==> src/rtl/spi_tx_arbiter.sv <==
// spi_tx_arbiter
//   Shares one 16-bit SPI transmit serializer among NREQ host-side requesters.
//   Round-robin grant, one-cycle launch pulse, completion wait guarded by a
//   watchdog that aborts a hung serializer, and a forced idle gap between frames.
//   Frame sequence: IDLE -> LAUNCH -> WAIT -> GAP -> IDLE.
//
//   Build option SPI_ARB_PRIO0_EN: requester 0 becomes strict high priority and
//   requesters 1..NREQ-1 round-robin among themselves. A grant to requester 0
//   leaves the round-robin pointer untouched. Without the macro, pure
//   round-robin runs over all NREQ requesters.
module spi_tx_arbiter #(
  parameter int NREQ       = 4,
  parameter int IDW        = 2,
  parameter int DW         = 16,
  parameter int GAP_CYCLES = 2,
  parameter int TIMEOUT    = 64
) (
  input  logic                 clk,
  input  logic                 reset,
  input  logic [NREQ-1:0]      req_valid,
  input  logic [NREQ*DW-1:0]   req_data,
  output logic [NREQ-1:0]      req_ready,
  output logic                 eng_start,
  output logic [DW-1:0]        eng_data,
  output logic                 eng_abort,
  input  logic                 eng_done,
  output logic                 busy,
  output logic [IDW-1:0]       grant_id,
  output logic                 frame_done,
  output logic                 timeout_err
);

  typedef enum logic [1:0] {
    S_IDLE   = 2'd0,
    S_LAUNCH = 2'd1,
    S_WAIT   = 2'd2,
    S_GAP    = 2'd3
  } state_e;

  localparam int WDW = (TIMEOUT > 2) ? $clog2(TIMEOUT) : 1;
  localparam int GCW = (GAP_CYCLES > 0) ? $clog2(GAP_CYCLES + 1) : 1;

  // The watchdog is cleared in LAUNCH and counts 0,1,2.. through WAIT. When the
  // incremented value would reach TIMEOUT-1, the abort is registered. The
  // abort pulse then lands exactly TIMEOUT cycles after eng_start.
  localparam logic [WDW-1:0] WDOG_LAST = WDW'(TIMEOUT - 2);

  // GAP starts in the cycle that carries frame_done/timeout_err. GAP_CYCLES
  // further idle cycles follow that end-of-frame cycle before IDLE.
  localparam logic [GCW-1:0] GAP_LAST = GCW'(GAP_CYCLES);
  localparam state_e POST_FRAME = (GAP_CYCLES > 0) ? S_GAP : S_IDLE;

  state_e          state_q, state_d;
  logic [IDW-1:0]  rr_ptr_q, rr_ptr_d;
  logic [DW-1:0]   eng_data_q, eng_data_d;
  logic [IDW-1:0]  grant_id_q, grant_id_d;
  logic [WDW-1:0]  wdog_q, wdog_d;
  logic [GCW-1:0]  gap_cnt_q, gap_cnt_d;
  logic            frame_done_q, frame_done_d;
  logic            abort_q, abort_d;

  logic            arb_found;
  logic [IDW-1:0]  arb_idx;
  logic [DW-1:0]   arb_data;
  logic            arb_upd_ptr;
  logic            accept;

  // Requester index k positions after the pointer, wrapped into 0..NREQ-1.
  function automatic int rr_index(input logic [IDW-1:0] ptr, input int k);
    int j;
    j = int'(ptr) + k;
    if (j >= NREQ) j = j - NREQ;
    return j;
  endfunction

  // Arbitration: pick the first valid requester after rr_ptr; the accept is
  // combinational on req_valid so ready appears in the same cycle.
  always_comb begin
    // NOTE: every variable gets a default first so no path leaves it unassigned; this is what keeps combinational blocks free of latches.
    arb_found   = 1'b0;
    arb_idx     = '0;
    arb_data    = '0;
    arb_upd_ptr = 1'b1;
    for (int k = 1; k <= NREQ; k++) begin
      if (!arb_found && req_valid[rr_index(rr_ptr_q, k)]) begin
        arb_found = 1'b1;
        arb_idx   = IDW'(rr_index(rr_ptr_q, k));
        arb_data  = req_data[rr_index(rr_ptr_q, k)*DW +: DW];
      end
    end
`ifdef SPI_ARB_PRIO0_EN
    if (req_valid[0]) begin
      arb_found   = 1'b1;
      arb_idx     = '0;
      arb_data    = req_data[DW-1:0];
      arb_upd_ptr = 1'b0;
    end
`endif
    accept = arb_found && (state_q == S_IDLE) && !reset;
  end

  // Next-state and datapath: frame sequencing, watchdog, gap counter and the
  // registered end-of-frame pulses.
  always_comb begin
    state_d      = state_q;
    rr_ptr_d     = rr_ptr_q;
    eng_data_d   = eng_data_q;
    grant_id_d   = grant_id_q;
    wdog_d       = wdog_q;
    gap_cnt_d    = gap_cnt_q;
    frame_done_d = 1'b0;
    abort_d      = 1'b0;
    unique case (state_q)
      S_IDLE: begin
        if (accept) begin
          state_d    = S_LAUNCH;
          eng_data_d = arb_data;
          grant_id_d = arb_idx;
          if (arb_upd_ptr) rr_ptr_d = arb_idx;
        end
      end
      S_LAUNCH: begin
        wdog_d  = '0;
        state_d = S_WAIT;
      end
      S_WAIT: begin
        wdog_d = wdog_q + 1'b1;
        // Completion is checked first, so a done on the threshold cycle wins.
        if (eng_done) begin
          frame_done_d = 1'b1;
          gap_cnt_d    = '0;
          state_d      = POST_FRAME;
        end else if (wdog_q == WDOG_LAST) begin
          abort_d   = 1'b1;
          gap_cnt_d = '0;
          state_d   = POST_FRAME;
        end
      end
      S_GAP: begin
        if (gap_cnt_q == GAP_LAST) state_d = S_IDLE;
        else                       gap_cnt_d = gap_cnt_q + 1'b1;
      end
      default: state_d = S_IDLE;
    endcase
  end

  // State and datapath registers with synchronous active-high reset.
  always_ff @(posedge clk) begin
    // NOTE: sequential state uses non-blocking assignments so every flop samples pre-edge values regardless of statement order.
    if (reset) begin
      // NOTE: only control and the held word are reset; there is no storage array here that would need clearing.
      state_q      <= S_IDLE;
      rr_ptr_q     <= IDW'(NREQ - 1);
      eng_data_q   <= '0;
      grant_id_q   <= '0;
      wdog_q       <= '0;
      gap_cnt_q    <= '0;
      frame_done_q <= 1'b0;
      abort_q      <= 1'b0;
    end else begin
      state_q      <= state_d;
      rr_ptr_q     <= rr_ptr_d;
      eng_data_q   <= eng_data_d;
      grant_id_q   <= grant_id_d;
      wdog_q       <= wdog_d;
      gap_cnt_q    <= gap_cnt_d;
      frame_done_q <= frame_done_d;
      abort_q      <= abort_d;
    end
  end

  // Outputs: decoded from state plus the one-hot accept strobe.
  always_comb begin
    busy        = (state_q != S_IDLE);
    eng_start   = (state_q == S_LAUNCH);
    eng_data    = eng_data_q;
    grant_id    = grant_id_q;
    frame_done  = frame_done_q;
    timeout_err = abort_q;
    eng_abort   = abort_q;
    for (int i = 0; i < NREQ; i++) begin
      req_ready[i] = accept && (arb_idx == IDW'(i));
    end
  end

endmodule
==> config.mk <==
export PLATFORM = sky130hd
export DESIGN_NAME = spi_tx_arbiter
export DESIGN_NICKNAME = d
export VERILOG_FILES = /design/src/rtl/spi_tx_arbiter.sv
export SDC_FILE = /design/constraint.sdc
export NUM_CORES = 1
export LEC_CHECK = 0
export ABC_AREA = 1
export CAP_MARGIN = 10
export CORE_MARGIN = 2
export CORE_UTILIZATION = 50
export CTS_BUF_LIST = sky130_fd_sc_hd__clkbuf_8
export DETAILED_ROUTE_END_ITERATION = 12
export PLACE_DENSITY = 0.8
export SLEW_MARGIN = 30
export SYNTH_ARGS = -nofsm -noshare
export SYNTH_HDL_FRONTEND = slang
export SYNTH_SLANG_ARGS = --single-unit
export TNS_END_PERCENT = 100
==> constraint.sdc <==
create_clock -name clk -period 3.7 [get_ports clk]
set_input_delay 0.555 -clock clk [delete_from_list [all_inputs] [get_ports clk]]
set_output_delay 0.555 -clock clk [all_outputs]
set_load 0.1 [all_outputs]
==> results.cfg <==
[sta]
slew_viol_final = 0
whs_ps = 465
worst_clock_skew_ps = 6.12
timing.fmax_mhz = 291
period_needed_ps = 3440
setup_violations = 0
rsz0062_at_grt = no
worstMarginPinSlew_ps = 993
slew_headroom_pct = 33.6
finalCritPeriodShare_pct = 93.0
hold_viol = 0

[floorplanning]
fp-row-count = 30
ios = 98
core_region_area_um2 = 6790
initial_core_util_pct = 51.7
dieWidth_um = 87.8
die_area_um2 = 7720
fp.dieH_um = 87.8

[layout]
multi_input_comb_area_um2 = 2450
fill_cells = 645
areaGrowthSynthToFinish_pct = 30.8
antenna_cells = 0
drive_gt1_share_pct = 5.96
final_util_pct = 67.7
regArea_um2 = 642
fin_nets = 804

[synthesis]
yosysUniqueCellTypes = 35
syn_area_um2 = 3510
syn_area_per_cell_um2 = 5.42
async_reset_ff_share_pct = 0
synth_nets = 733
ys_warn_count = 0
ys.flop_type = dfxtp_1
ys_seq_elements = 32
synth_edf_count = 0
netlist_instances = 649
synth.yosys.seq_area_share_pct = 18.2

[detailed_routing]
vias_per_cell = 5.39
drcViolationCount = 0
routedWlPerCell_um = 13.4
drt_iter0_markers = 293
wirelength_mm = 11.0
vias = 4402
postRouteAntennaNets = 0
drt_pass1_iterations = 8

[critical_path]
critical_path_arrival_ps = 2880
crit_path_start_kind = flop
path_class = reg2out
path_buf_inv = 4
cp-end-kind = output port
worst_ep_required_time_ps = 3140
cp_cell_sequence = inv_2 > ha_2 > inv_1 > nand3_1 > nand2_2 > nand4_4 > nand3_2 > inv_2 > nand3_1 > nor2_1 > buf_12
critical_path.max_fanout = 15
r2r_slack_ps = 1130
critPathMaxStageDelay_ps = 470
timing.rr.start = rr_ptr_q[0]
cpLargestDelayFamily = simple AND/OR/NAND/NOR gates
worstSetupStartpoint = rr_ptr_q[0]
cpMaxStageDelayCell = ha_2

[placement]
hpwl_mm = 7.97
port_buffers = 97
place_congestion = 0.967

[grt]
grtUsageTotal_pct = 28.2
first_global_vias = 3942
antenna_found_initial = 0
overflow = 0
grt_max_degree = 89
grt_pass1_wl_mm = 17.5

[clocking]
root_buffer = clkbuf_8
post-cts-setup-buffers = 0
htree_levels = 2
numCtsBuffers = 5
cts_tree = yes
hold_buffers = 0
ctsResizeCount = 1
clk_latency_ps = 280
cts_sinks = 32
path_clk_slew_ps = 70
clockBufferDepth = 2

[min_path]
hp-class = reg2reg
worstHoldStart = eng_data[13]

[job]
cap_violations = 0

[pwr]
p_leak_nw = 2.20
p_per_area_nw_per_um2 = 805
irDropWorstVdd_mv = 0.501

[outcome]
status = complete, no violations
==> synthesized netlist by cell type, types with 4 or more instances <==
cell / count / share of area (%)
nand2_1: 228 / 24
ha_1: 13 / 4.6
nor3_1: 9 / 1.3
nor2_1: 70 / 7.5
nand3_1: 20 / 2.8
nand2_2: 5 / 0.89
o21ai_0: 92 / 13
buf_6: 4 / 1.3
nand4_1: 4 / 0.71
inv_1: 53 / 5.7
inv_2: 6 / 0.64
a21oi_1: 26 / 3.7
dfxtp_1: 32 / 18
buf_4: 5 / 1.1
o22ai_1: 16 / 2.8
clkbuf_1: 16 / 1.7
buf_2: 12 / 1.7
o21ai_1: 15 / 2.1
==> worst reg2reg max path: stages (launching register included) <==
cell and delay, ps:
dfxtp_2 440, buf_4 590, ha_1 370, nand2_1 350, nand3_1 210, nor2_1 60, nor2_1 180, nand3_1 110
and2_1 150
==> power breakdown <==
group | internal (mW) | switching, mW | leakage [nW]
logic | 0.847 | 2.04 | 1.87
registers | 0.428 | 0.0541 | 0.262
clock network | 0.197 | 0.136 | 0.0593
total | 1.47 | 2.23 | 2.20
==> per-layer routing <==
metal  global-route usage [%]  part of all wire, %  vias to the layer above
met1                     36.3                   44                     1946
met2                     49.1                   47                      203
met4                     8.95                  2.8                        0
li1                         -                    -                     2227
met3                     3.30                  7.0                       26
met5                        0                    0                        -
==> layout by cell type, fill, tap and decap left out, types with 2 or more instances in the layout <==
| cell | Yosys | layout |
|---|---|---|
| o21ai_0 | 92 | 92 |
| inv_1 | 53 | 54 |
| buf_12 | 0 | 4 |
| nand4_1 | 4 | 4 |
| inv_2 | 6 | 6 |
| buf_4 | 5 | 6 |
| ha_1 | 13 | 12 |
| nor2_1 | 70 | 69 |
| o22ai_1 | 16 | 16 |
| nand3_2 | 3 | 3 |
| o21ai_1 | 15 | 15 |
| nand2_2 | 5 | 5 |
| nand3_1 | 20 | 20 |
| clkbuf_8 | 0 | 5 |
| dfxtp_1 | 32 | 31 |
| nor2_4 | 3 | 4 |
| nor3_1 | 9 | 9 |
| nor3b_1 | 2 | 2 |
| a21oi_1 | 26 | 25 |
| nand2_1 | 228 | 228 |
| clkdlybuf4s50_1 | 0 | 92 |
| and2_1 | 2 | 2 |
==> through the flow <==
stage          setup slack (ps)  TNS (ps)  cells  total power [mW]  area (um^2)
2_1_floorplan              -263      -526    649              2.70         3520
3_3_place_gp                377         0    809              3.25         4480
3_5_place_dp                279         0    809              3.31         4480
4_1_cts                     184         0    817              3.66         4590
5_1_grt                    59.7         0    817              3.99         4600
6_report                    260         0    817              3.70         4600
==> final timing paths <==
check,to,depth (start not counted)
hold / removal,eng_data[13],2
setup / recovery,req_ready[3],11
hold reg to reg,eng_data[13],2
setup reg to reg,eng_data[7],8
==> flip-flops by register name, summed over array words and instances (netlist names) <==
| signal | count |
|---|---|
| state_q | 2 |
| eng_data | 16 |
| eng_abort | 1 |
| rr_ptr_q | 2 |
| gap_cnt_q | 2 |
| frame_done | 1 |
| wdog_q | 6 |
| grant_id | 2 |
==> cells by family after synthesis <==
logic type	share of synthesized area, %
adder cells (fa/ha/maj)	4.63
AO/OA/AOI/OAI	22.6
buffers and inverters	12.5
flip-flops	18.2
AND/OR/NAND/NOR	42.0
==> area by class of cell <==
class,instances,share of cell area [%]
multi-input combinational,518,53.3
timing repair buffer,102,22.8
sequential,32,14.0
inverter,61,5.04
tap,96,2.61
clock buffer,5,1.50
clock inverter,3,0.844
No activity file was read; power rests on OpenSTA's default activity.
